**src/rtl/uart_pkg.sv**
```systemverilog
// ---------------------------------------------------------------------------
// uart_pkg
// Shared types and constants for the UART receive path.
//   rx_state_t          : receiver FSM states
//   UART_DATA_BITS      : data bits per frame (8N1)
//   UART_CLKS_PER_BIT   : default oversampling ratio (3.226 MHz / 115200)
//   UART_TIMEOUT_CYCLES : default silence timeout (100 ms at 3.226 MHz)
// ---------------------------------------------------------------------------
package uart_pkg;

    typedef enum logic [1:0] {
        IDLE,
        START,
        DATA,
        STOP
    } rx_state_t;

    localparam int unsigned UART_DATA_BITS      = 8;
    localparam int unsigned UART_CLKS_PER_BIT   = 28;
    localparam int unsigned UART_TIMEOUT_CYCLES = 322600;

endpackage

```
**src/rtl/sync_2ff.sv**
```systemverilog
// ---------------------------------------------------------------------------
// sync_2ff
// One-bit two-flop synchroniser for an asynchronous input.
//   i_clk   : destination clock
//   i_rst_n : asynchronous active-low reset (both flops load RESET_VAL)
//   i_d     : asynchronous input
//   o_q     : synchronised output
// ---------------------------------------------------------------------------
module sync_2ff #(
    parameter logic RESET_VAL = 1'b1
) (
    input  logic i_clk,
    input  logic i_rst_n,
    input  logic i_d,
    output logic o_q
);

    logic r_meta;
    logic r_sync;

    always_ff @(posedge i_clk or negedge i_rst_n) begin
        if (!i_rst_n) begin
            r_meta <= RESET_VAL;
            r_sync <= RESET_VAL;
        end else begin
            r_meta <= i_d;
            r_sync <= r_meta;
        end
    end

    assign o_q = r_sync;

endmodule

```
**src/rtl/uart_byte_rx.sv**
```systemverilog
// ---------------------------------------------------------------------------
// uart_byte_rx
// Oversampling 8N1 UART receiver. Qualifies start bits at mid-bit, samples
// data LSB first, flags framing errors, holds the last good byte as a level
// and clears it to 0x00 after a silence timeout.
//   i_clk       : UART-domain clock
//   i_rst_n     : asynchronous active-low reset
//   i_rx        : raw serial line, asynchronous, idle high
//   o_data      : last good byte (level)
//   o_valid     : one-cycle pulse when o_data takes a new good byte
//   o_frame_err : one-cycle pulse when the stop bit is sampled low
//   o_timeout   : high while the silence timeout has expired
// ---------------------------------------------------------------------------
module uart_byte_rx
    import uart_pkg::*;
#(
    parameter int unsigned CLKS_PER_BIT   = UART_CLKS_PER_BIT,
    parameter int unsigned TIMEOUT_CYCLES = UART_TIMEOUT_CYCLES
) (
    input  logic       i_clk,
    input  logic       i_rst_n,
    input  logic       i_rx,
    output logic [7:0] o_data,
    output logic       o_valid,
    output logic       o_frame_err,
    output logic       o_timeout
);

    localparam int unsigned TW = $clog2(CLKS_PER_BIT) + 1;
    localparam int unsigned CW = $clog2(TIMEOUT_CYCLES) + 1;

    localparam logic [TW-1:0] BIT_LAST  = TW'(CLKS_PER_BIT - 1);
    localparam logic [TW-1:0] HALF_LAST = TW'(CLKS_PER_BIT / 2 - 1);
    localparam logic [CW-1:0] TO_LAST   = CW'(TIMEOUT_CYCLES - 1);
    localparam logic [2:0]    IDX_LAST  = 3'(UART_DATA_BITS - 1);

    logic            w_rx_s;
    logic            r_rx_prev;
    rx_state_t       r_state;
    rx_state_t       w_state_nxt;
    logic [TW-1:0]   r_timer;
    logic [TW-1:0]   w_timer_nxt;
    logic [2:0]      r_bit_idx;
    logic [2:0]      w_bit_idx_nxt;
    logic [7:0]      r_shift;
    logic [7:0]      w_shift_nxt;
    logic            w_good;
    logic            w_ferr;
    logic [7:0]      r_data;
    logic            r_valid;
    logic            r_ferr;
    logic            r_timeout;
    logic [CW-1:0]   r_to_cnt;

    sync_2ff #(
        .RESET_VAL (1'b1)
    ) u_sync_rx (
        .i_clk   (i_clk),
        .i_rst_n (i_rst_n),
        .i_d     (i_rx),
        .o_q     (w_rx_s)
    );

    always_ff @(posedge i_clk or negedge i_rst_n) begin
        if (!i_rst_n) begin
            r_rx_prev <= 1'b1;
            r_state   <= IDLE;
            r_timer   <= '0;
            r_bit_idx <= '0;
            r_shift   <= '0;
        end else begin
            r_rx_prev <= w_rx_s;
            r_state   <= w_state_nxt;
            r_timer   <= w_timer_nxt;
            r_bit_idx <= w_bit_idx_nxt;
            r_shift   <= w_shift_nxt;
        end
    end

    always_comb begin
        w_state_nxt   = r_state;
        w_timer_nxt   = r_timer;
        w_bit_idx_nxt = r_bit_idx;
        w_shift_nxt   = r_shift;
        w_good        = 1'b0;
        w_ferr        = 1'b0;
        unique case (r_state)
            IDLE: begin
                // Falling edge only, so a line stuck low cannot retrigger.
                if (!w_rx_s && r_rx_prev) begin
                    w_timer_nxt = '0;
                    w_state_nxt = START;
                end
            end
            START: begin
                if (r_timer == HALF_LAST) begin
                    w_timer_nxt = '0;
                    if (!w_rx_s) begin
                        w_bit_idx_nxt = '0;
                        w_state_nxt   = DATA;
                    end else begin
                        w_state_nxt = IDLE;     // glitch: start not held to mid-bit
                    end
                end else begin
                    w_timer_nxt = r_timer + 1'b1;
                end
            end
            DATA: begin
                if (r_timer == BIT_LAST) begin
                    w_timer_nxt   = '0;
                    w_shift_nxt   = {w_rx_s, r_shift[7:1]};
                    w_bit_idx_nxt = r_bit_idx + 3'd1;
                    if (r_bit_idx == IDX_LAST) begin
                        w_state_nxt = STOP;
                    end
                end else begin
                    w_timer_nxt = r_timer + 1'b1;
                end
            end
            STOP: begin
                if (r_timer == BIT_LAST) begin
                    w_timer_nxt = '0;
                    w_state_nxt = IDLE;
                    w_good      = w_rx_s;
                    w_ferr      = !w_rx_s;
                end else begin
                    w_timer_nxt = r_timer + 1'b1;
                end
            end
            default: w_state_nxt = IDLE;
        endcase
    end

    // Output and timeout registers. A good byte takes priority over an
    // expiry landing in the same cycle.
    always_ff @(posedge i_clk or negedge i_rst_n) begin
        if (!i_rst_n) begin
            r_data    <= 8'h00;
            r_valid   <= 1'b0;
            r_ferr    <= 1'b0;
            r_timeout <= 1'b1;
            r_to_cnt  <= '0;
        end else begin
            r_valid <= w_good;
            r_ferr  <= w_ferr;
            if (w_good) begin
                r_data    <= r_shift;
                r_to_cnt  <= '0;
                r_timeout <= 1'b0;
            end else if (r_to_cnt == TO_LAST) begin
                r_data    <= 8'h00;
                r_timeout <= 1'b1;
            end else begin
                r_to_cnt <= r_to_cnt + 1'b1;
            end
        end
    end

    assign o_data      = r_data;
    assign o_valid     = r_valid;
    assign o_frame_err = r_ferr;
    assign o_timeout   = r_timeout;

endmodule

```
**config.mk**
```make
export PLATFORM = sky130hd
export DESIGN_NAME = uart_byte_rx
export DESIGN_NICKNAME = d
export VERILOG_FILES = /design/src/rtl/uart_pkg.sv /design/src/rtl/sync_2ff.sv /design/src/rtl/uart_byte_rx.sv
export SDC_FILE = /design/constraint.sdc
export NUM_CORES = 1
export LEC_CHECK = 0
export CAP_MARGIN = 20
export CORE_MARGIN = 2
export CORE_UTILIZATION = 50
export DETAILED_ROUTE_END_ITERATION = 8
export HOLD_SLACK_MARGIN = 0.06
export PLACE_DENSITY = 0.68
export SYNTH_ARGS = -nofsm -noshare
export SYNTH_HDL_FRONTEND = slang
export SYNTH_HIERARCHICAL = 1
export SYNTH_SLANG_ARGS = --single-unit
```
**constraint.sdc**
```tcl
create_clock -name i_clk -period 3 [get_ports i_clk]
set_clock_uncertainty 0.15 [all_clocks]
set_input_delay 0.45 -clock i_clk [delete_from_list [all_inputs] [get_ports i_clk]]
set_output_delay 0.45 -clock i_clk [all_outputs]
set_load 0.01 [all_outputs]
```
==> metrics.yaml, run 1 <==
route.vias.total: 1702
synth_warnings: 6
syn_area_mm2: 0.00244
synth_fp_nets: 235
worstPathBufferInverterCount: 0
dp_cells: 305
drc: 0
numClockSinks: 53
synth-xor-area-share: 0.0324
post-route-period-util: 0.739
worst_pin_slew_ns: 0.621
tritoncts: "yes"
vias_per_cell: 5.42
finalNonFillerCells: 314
root_buffer: "clkbuf_8"
synth_top_family_by_area: "simple AND/OR/NAND/NOR gates"
path_max_fanout: 7
crit_family: "simple AND/OR/NAND/NOR gates"
areaGrowthSynthToFinish_pct: 14.0
gr-total-overflow: 0
rows: 25
cp-end-kind: "register"
cts.reportedPaths.clkPinSlew_ns: 0.10
worst_ep_required_time_ns: 3.09
start_util: 0.516
synthCells: 227
dieArea_mm2: 0.00545
run_status: "finished clean"
antenna_found_initial: 0
worst_setup_path_start_kind: "register"
layout.nets: 254
clk_latency_ns: 0.31
hold_viol: 0
ios: 14
async_flop_share: 1.00
dieHeight_um: 73.8
grt_pass1_wl_um: 7350
synth_simple_gate_area_share: 0.183
synthAdderAreaFrac: 0.0257
design_area_mm2: 0.00278
place.port_buffers: 13
final.setup.tns_ns: 0
num_antenna_cells: 0
firstDrtPassIters: 4
wire_per_inst_um: 13.8
max_stage_delay_ns: 0.64
holdCritPathClass: "reg -> reg"
drt_iter0_drc: 55
cts_made_buffers: 5
grt_pass1_vias: 1623
globalplace.congestion: 0.776
dpl_cell_area_mm2: 0.00265
post-cts-setup-buffers: 0
ys_types: 43
drv_slew: 0
setup_viol: 0
grt_max_degree: 22
irDropWorstVdd_v: 0.000348
synthFlopType: "dfrtp_1"
crit_path_cell_trace: "ha_1 -> nand3_2 -> or4_1 -> or3_1 -> a21oi_1"
min_period_ns: 2.22
power.leakage_nw: 1.20
dp_hpwl_um: 3070
ys_seq_elements: 53
crit_arrival_ns: 2.30
synth_edf_count: 0
holdBufCountCts: 1
grtUsageTotal: 0.177
crit_type: "reg -> reg"
fill_cells: 413
drive_gt1_frac: 0.138
cts-resized-gates: 0
fin_util: 0.588
slew_headroom: 0.583
report.power.total_mw: 1.67
rsz0062_at_grt: "false"
cap_violations: 0
achievable-frequency_mhz: 451
seq_area_frac_synth: 0.546
synth-compound-area-share: 0.135
syn_avg_cell_area_um2: 10.7
dieWidth_um: 73.8
crit_path_top_delay_cell: "or4_1"
htreeDepth: 2
core-area_mm2: 0.00472
clockBufferDepth: 2
drt_wl_total_um: 4330
powerDensity_mw_per_mm2: 601
synth_mux_area_frac: 0.0488
drtAntennaViolNets: 0
cells by family (layout without fill, tap and decap cells):
family | count (synthesis) | after routing
multiplexers | 11 | 11
AO/OA/AOI/OAI | 52 | 52
AND/OR/NAND/NOR | 79 | 79
buffers and inverters | 18 | 38
adder cells (fa/ha/maj) | 5 | 5
XOR/XNOR | 9 | 9
flip-flops | 53 | 53
placed cells by master, fill, tap and decap left out, drive strengths merged, types with 2 or more instances in the layout:
master and instances:
nand3 11, clkbuf 5, mux2i 4, ha 5, inv 12, nor2b 2
nor3 7, mux2 7, dfstp 4, xor2 2, a22o 8, a21oi 18
nand4 4, nand2b 2, and3 2, or4 4, dfrtp 49, o31ai 2
o22ai 3, and2 3, buf 6, clkdlybuf4s50 12, nand2 16, xnor2 7
or3 8, o21ai 15, nor2 13, nor4 3
layer usage:
layer  global-route usage  up-vias  routed length, um
li1                     -      860                  -
met4               0.0667        0                 65
met1                0.233      817               2110
met3               0.0412        5                 99
met5                    0        -                  0
met2                0.287       20               2050
per-stage QoR:
step           hold slack, ns  setup slack, ns
3_5_place_dp            0.199            0.817
2_1_floorplan         0.00441            0.986
5_1_grt                 0.218            0.637
4_1_cts                 0.213            0.787
3_3_place_gp            0.197            0.806
6_report                0.210            0.783
worst register-to-register path, cell delays in order, from the launching register on:
cell	delay, ns
dfrtp_1	0.43
ha_1	0.25
nand3_2	0.18
or4_1	0.65
or3_1	0.34
a21oi_1	0.15
where the power goes:
part           internal (mW)  switching, mW
combinational          0.124          0.171
sequential             0.788         0.0991
clock                  0.250          0.235
total                   1.16          0.505
state kept, by name (all words and copies together), names as in the netlist, named ones only:
register / count
o_frame_err: 1
o_valid: 1
o_timeout: 1
r_bit_idx: 3
u_sync_rx/r_meta: 1
r_timer: 6
r_state: 1
u_sync_rx/o_q: 1
r_shift: 8
r_rx_prev: 1
r_to_cnt: 20
o_data: 8
layout make-up:
cell class / instances / area [um^2] / area share
clock buffers: 5 / 68.8 / 0.0248
clock inverters: 3 / 43.8 / 0.0158
inverters: 11 / 41.3 / 0.0149
multi-input cells: 156 / 1030 / 0.373
flip-flops and latches: 53 / 1330 / 0.479
well taps: 67 / 83.8 / 0.0302
repair buffers: 19 / 173 / 0.0622
cell usage after synthesis (2+ instances only):
cell       n  area share
nor3_1     7       0.014
nand3_1   10       0.021
a21oi_1   15       0.031
inv_1     11       0.017
nor2b_1    2      0.0051
a22o_1     8       0.029
nand2_1   16       0.025
xnor2_1    7       0.025
nand4_1    3      0.0077
clkbuf_1   3      0.0046
mux2i_1    4       0.016
a21oi_2    3       0.011
ha_1       5       0.026
nor2_1    13       0.020
o22ai_1    3      0.0077
and3_1     2      0.0051
xor2_1     2      0.0072
nand2b_1   2      0.0051
buf_1      2      0.0031
and2_1     3      0.0077
or3_1      8       0.021
mux2_2     7       0.032
o21ai_0   15       0.031
o31ai_1    2      0.0062
buf_2      2      0.0041
dfstp_2    4       0.043
or4_1      3      0.0092
nor4_1     2      0.0051
dfrtp_1   49        0.50
path summary, 6_finish.rpt:
check / end / startpoint / cells after the start / slack [ns]
max: r_to_cnt[16] / r_to_cnt[0] / 5 / 0.78
max in group asynchronous: r_rx_prev / i_rst_n / 3 / 1.65
min reg2reg: u_sync_rx/o_q / u_sync_rx/r_meta / 0 / 0.21
min: u_sync_rx/o_q / u_sync_rx/r_meta / 0 / 0.21
max reg2reg: r_to_cnt[16] / r_to_cnt[0] / 5 / 0.78
min in group asynchronous: r_to_cnt[8] / i_rst_n / 2 / 0.41
Power figures use the tool's default switching activity.
==> run 2, diff against run 1 <==
Settings changed: PLACE_DENSITY 0.68 to 0.7.
Clock period 3 ns to 2 ns, I/O delays scaled along.
==> run 2 against run 1 <==
  * Global-route usage increased by 1.9 points
  * Clock-buffer cell count increased by 1
  * Utilization increased by 5.9 points
  * Final cell count increased by 8.6%
  * Wire length increased by 17%
  * Critical path type unchanged
  * Largest power group unchanged
==> metrics.yaml, run 2 (synthesis gave the netlist of run 1 again) <==
run_status: "finished clean"
combinationalPowerShare: 0.242
ios: 14
crit_arrival_ns: 2.10
drt_iter0_drc: 73
path_max_fanout: 6
largest_reg_flops: 20
root_buffer: "clkbuf_8"
wire_per_inst_um: 14.9
irDropWorstVdd_v: 0.000567
pwr-share-seq: 0.506
worst_pin_slew_ns: 0.373
rrSetupSlack_ns: 0.004
top_register: "r_to_cnt"
firstDrtPassIters: 5
vias_per_cell: 5.48
tritoncts: "yes"
cts_made_buffers: 5
gr-total-overflow: 0
switchingPower_mw: 0.837
layout_commonest_cell: "dfrtp_1"
globalplace.congestion: 0.762
cp-end-kind: "register"
dp_slack_ns: -0.00446
design_area_mm2: 0.00306
drive_gt1_frac: 0.277
power.leakage_nw: 1.35
dieWidth_um: 73.8
min_period_ns: 2.00
htreeDepth: 2
clk_latency_ns: 0.32
areaGrowthSynthToFinish_pct: 25.5
worst_setup_path_start_kind: "register"
drt_wl_total_um: 5070
dp_hpwl_um: 3250
achievable-frequency_mhz: 501
grt_max_degree: 54
antenna_found_initial: 0
place.port_buffers: 13
holdCritPathClass: "reg -> reg"
numClockSinks: 53
p_sw_frac: 0.319
fin_util: 0.647
mostFrequentLayoutCells: "dfrtp_1, buf_4, nand2_1"
dpl_cell_area_mm2: 0.00278
grt_pass1_wl_um: 8200
drtAntennaViolNets: 0
start_util: 0.516
core-area_mm2: 0.00472
layout.nets: 281
rows: 25
p_clk_frac: 0.252
crit_type: "reg -> reg"
powerDensity_mw_per_mm2: 858
setup_viol: 0
cts.reportedPaths.clkPinSlew_ns: 0.10
grt_pass1_vias: 1797
rsz0062_at_grt: "true"
hold_viol: 0
p_int_mw: 1.78
route.vias.total: 1868
cap_violations: 0
slew_headroom: 0.751
clockBufferDepth: 2
drv_slew: 0
dieArea_mm2: 0.00545
drc: 0
num_antenna_cells: 0
report.power.total_mw: 2.62
worst_ep_required_time_ns: 2.10
dieHeight_um: 73.8
layout_setup_ws_ns: 0.00377
post-route-period-util: 0.998
grtUsageTotal: 0.196
whs_ns: 0.214
## run 2: power groups by stage
stage          Sequential, mW  Clock (mW)  Combinational (mW)
6_report                 1.33       0.660               0.635
5_1_grt                  1.34       0.724               0.709
4_1_cts                  1.32       0.680               0.551
3_5_place_dp             1.34           0               0.539
3_3_place_gp             1.33           0               0.524
2_1_floorplan            1.30           0               0.360
## run 2: routing by layer
| metal | wire length (um) | GRT usage |
|---|---|---|
| met2 | 2550 | 0.315 |
| met1 | 2290 | 0.258 |
| met3 | 134 | 0.0453 |
| met5 | 0 | 0 |
| met4 | 87 | 0.0727 |
## run 2: worst paths after layout
| path | from | endpoint | depth (start not counted) |
|---|---|---|---|
| setup / recovery | r_to_cnt[1] | r_to_cnt[18] | 5 |
| hold / removal | u_sync_rx/r_meta | u_sync_rx/o_q | 0 |
| setup reg to reg | r_to_cnt[1] | r_to_cnt[18] | 5 |
| hold reg to reg | u_sync_rx/r_meta | u_sync_rx/o_q | 0 |
| max in group asynchronous | i_rst_n | r_rx_prev | 3 |
| min in group asynchronous | i_rst_n | r_to_cnt[17] | 3 |
## run 2: layout make-up
| cell class | instances | area (um^2) |
|---|---|---|
| Timing Repair Buffer | 46 | 395 |
| Inverter | 11 | 41.3 |
| Sequential cell | 53 | 1330 |
| Multi-Input combinational cell | 156 | 1100 |
| Tap cell | 67 | 83.8 |
| Fill cell | 354 | 1670 |
| Clock buffer | 6 | 82.6 |
| Clock inverter | 2 | 17.5 |
## run 2: timing repair
action | in CTS | in global routing
setup buffers | 2 | 10
hold buffers | 1 | 0
resized for setup | 2 | 16
pin swaps | 4 | 6
endpoints found under the setup margin | 15 | 25
endpoints found under the hold margin | 49 | 0
## run 2: metrics by stage
step	std cells	setup TNS, ns
3_3_place_gp	320	0
2_1_floorplan	227	0
6_report	341	0
3_5_place_dp	320	-0.00886
5_1_grt	341	-0.598
4_1_cts	331	-0.0440
## run 2: worst max-delay path: stages, from the launching register on
cell,delay [ns]
dfrtp_1,0.42
ha_2,0.22
nand3_2,0.08
or4_4,0.58
or3_4,0.35
a21oi_2,0.13
==> run 3, diff against run 2 <==
Settings changed: CORE_MARGIN 2 to 5.
==> run 3 against run 2 <==
  * The flow now finishes with violations (negative setup slack)
  * Maximum frequency is 1.1% lower
  * Global-route usage is 3.5 points lower
  * Wire length is 6.5% lower
  * Final cell count is 0.29% higher
  * Worst setup slack worse by 0.023 ns
  * Largest power group unchanged
  * Critical endpoint is now o_data[6]
  * First-iteration DRC count is 5.5% higher
  * Sequential power hardly changed
==> metrics.yaml, run 3 (synthesis gave the netlist of run 1 again) <==
holdCritPathClass: "reg -> reg"
crit_arrival_ns: 2.07
num_antenna_cells: 0
dieArea_mm2: 0.00637
clk_latency_ns: 0.31
tritoncts: "yes"
drt_wl_total_um: 4740
switchingPower_mw: 0.794
grt_pass1_vias: 1835
irDropWorstVdd_v: 0.000587
p_clk_frac: 0.239
vias_per_cell: 5.40
wire_per_inst_um: 13.9
run_status: "complete, but fails checks"
drtAntennaViolNets: 0
drv_slew: 0
post-route-period-util: 1.01
globalplace.congestion: 0.784
worst_ep_required_time_ns: 2.05
root_buffer: "clkbuf_8"
layout_commonest_cell: "dfrtp_1"
dp_cells: 323
power.leakage_nw: 1.33
hold_viol: 0
dpl_cell_area_mm2: 0.00281
report.power.total_mw: 2.50
failed_checks: "negative setup slack"
antenna_found_initial: 0
gr-total-overflow: 0
areaGrowthSynthToFinish_pct: 24.2
layout_setup_ws_ns: -0.0190
achievable-frequency_mhz: 495
rsz0062_at_grt: "true"
numClockSinks: 53
crit_type: "reg -> reg"
powerDensity_mw_per_mm2: 826
p_int_mw: 1.70
layout.nets: 282
combinationalPowerShare: 0.228
path_max_fanout: 8
cts_made_buffers: 5
grt_pass1_wl_um: 8070
start_util: 0.516
worst_setup_path_start_kind: "register"
htreeDepth: 2
dieWidth_um: 79.8
core-area_mm2: 0.00472
cts.reportedPaths.clkPinSlew_ns: 0.09
hold_start: "u_sync_rx/r_meta"
fin_util: 0.641
largest_reg_flops: 20
grtUsageTotal: 0.161
dp_hpwl_um: 3240
finalNonFillerCells: 342
firstDrtPassIters: 4
worst_pin_slew_ns: 0.462
top_register: "r_to_cnt"
drive_gt1_frac: 0.258
route.vias.total: 1846
ios: 14
design_area_mm2: 0.00303
fill_cells: 366
slew_headroom: 0.692
worstReg2RegStart: "r_to_cnt[7]"
clockBufferDepth: 2
dp_slack_ns: -0.0153
drt_iter0_drc: 77
cp-end-kind: "register"
place.port_buffers: 13
rows: 25
p_sw_frac: 0.318
setup_viol: 8
cap_violations: 0
mostFrequentLayoutCells: "dfrtp_1, buf_4, nand2_1"
drc: 0
min_period_ns: 2.02
pwr-share-seq: 0.533
grt_max_degree: 36
cp-startpoint: "r_to_cnt[7]"
dieHeight_um: 79.8
[run 3: cell types whose count changed in the layout (fill, tap and decap cells not counted)]
cell / delta
clkbuf_8: -1
dfrtp_2: -1
dfrtp_1: +1
inv_6: -1
a21oi_1: +2
or3_4: -2
buf_4: +3
clkinvlp_4: +2
clkinv_4: -1
a21oi_2: -2
buf_6: -2
or3_1: +2
clkbuf_1: +1
[run 3: final cells by class]
cell class,count,area (um^2),share of cell area
sequential,53,1330,0.440
clock buffer,6,72.6,0.0240
timing repair buffer,47,395,0.131
tap,67,83.8,0.0277
clock inverter,2,15.0,0.00496
inverter,11,41.3,0.0136
multi-input combinational,156,1090,0.359
[run 3: timing repair]
action | 4_1_cts | 5_1_grt
endpoints found under the hold margin | 18 | 0
resized for setup | 1 | 10
endpoints found under the setup margin | 10 | 23
pin swaps | 1 | 10
buffers inserted | 1 | 9
hold buffers | 1 | 0
[run 3: critical path: stages, from the launching register on]
cell and delay (ns):
dfrtp_1 0.42, or4_4 0.55, nor4_4 0.32, buf_4 0.19, a21oi_4 0.09, a22o_1 0.20
[run 3: power groups by stage]
stage | Combinational, mW | Sequential (mW) | Clock [mW]
finish | 0.569 | 1.33 | 0.596
global route | 0.639 | 1.35 | 0.666
CTS | 0.519 | 1.32 | 0.621
detailed placement | 0.513 | 1.34 | 0
global placement | 0.498 | 1.34 | 0
floorplan | 0.360 | 1.30 | 0
[run 3: worst paths after layout]
| check | endpoint | slack [ns] | cells after the start |
|---|---|---|---|
| hold / removal | u_sync_rx/o_q | 0.21 | 0 |
| min in group asynchronous | r_to_cnt[17] | 0.32 | 2 |
| setup / recovery | o_data[6] | -0.02 | 5 |
| max in group asynchronous | u_sync_rx/r_meta | 0.78 | 3 |
| setup reg to reg | o_data[6] | -0.02 | 5 |
| hold reg to reg | u_sync_rx/o_q | 0.21 | 0 |
[run 3: metal layers]
metal,global-route usage,part of all wire,vias up
met5,0,0,-
met4,0.0591,0.0095,0
met3,0.0327,0.031,4
met2,0.265,0.52,23
met1,0.209,0.44,908
li1,-,-,911
[run 3: through the flow]
| step | hold slack [ns] | TNS [ns] |
|---|---|---|
| 6_report | 0.211 | -0.0927 |
| 3_5_place_dp | 0.131 | -0.0175 |
| 3_3_place_gp | 0.131 | 0 |
| 4_1_cts | 0.214 | -0.0156 |
| 5_1_grt | 0.220 | -0.895 |
| 2_1_floorplan | -0.146 | 0 |
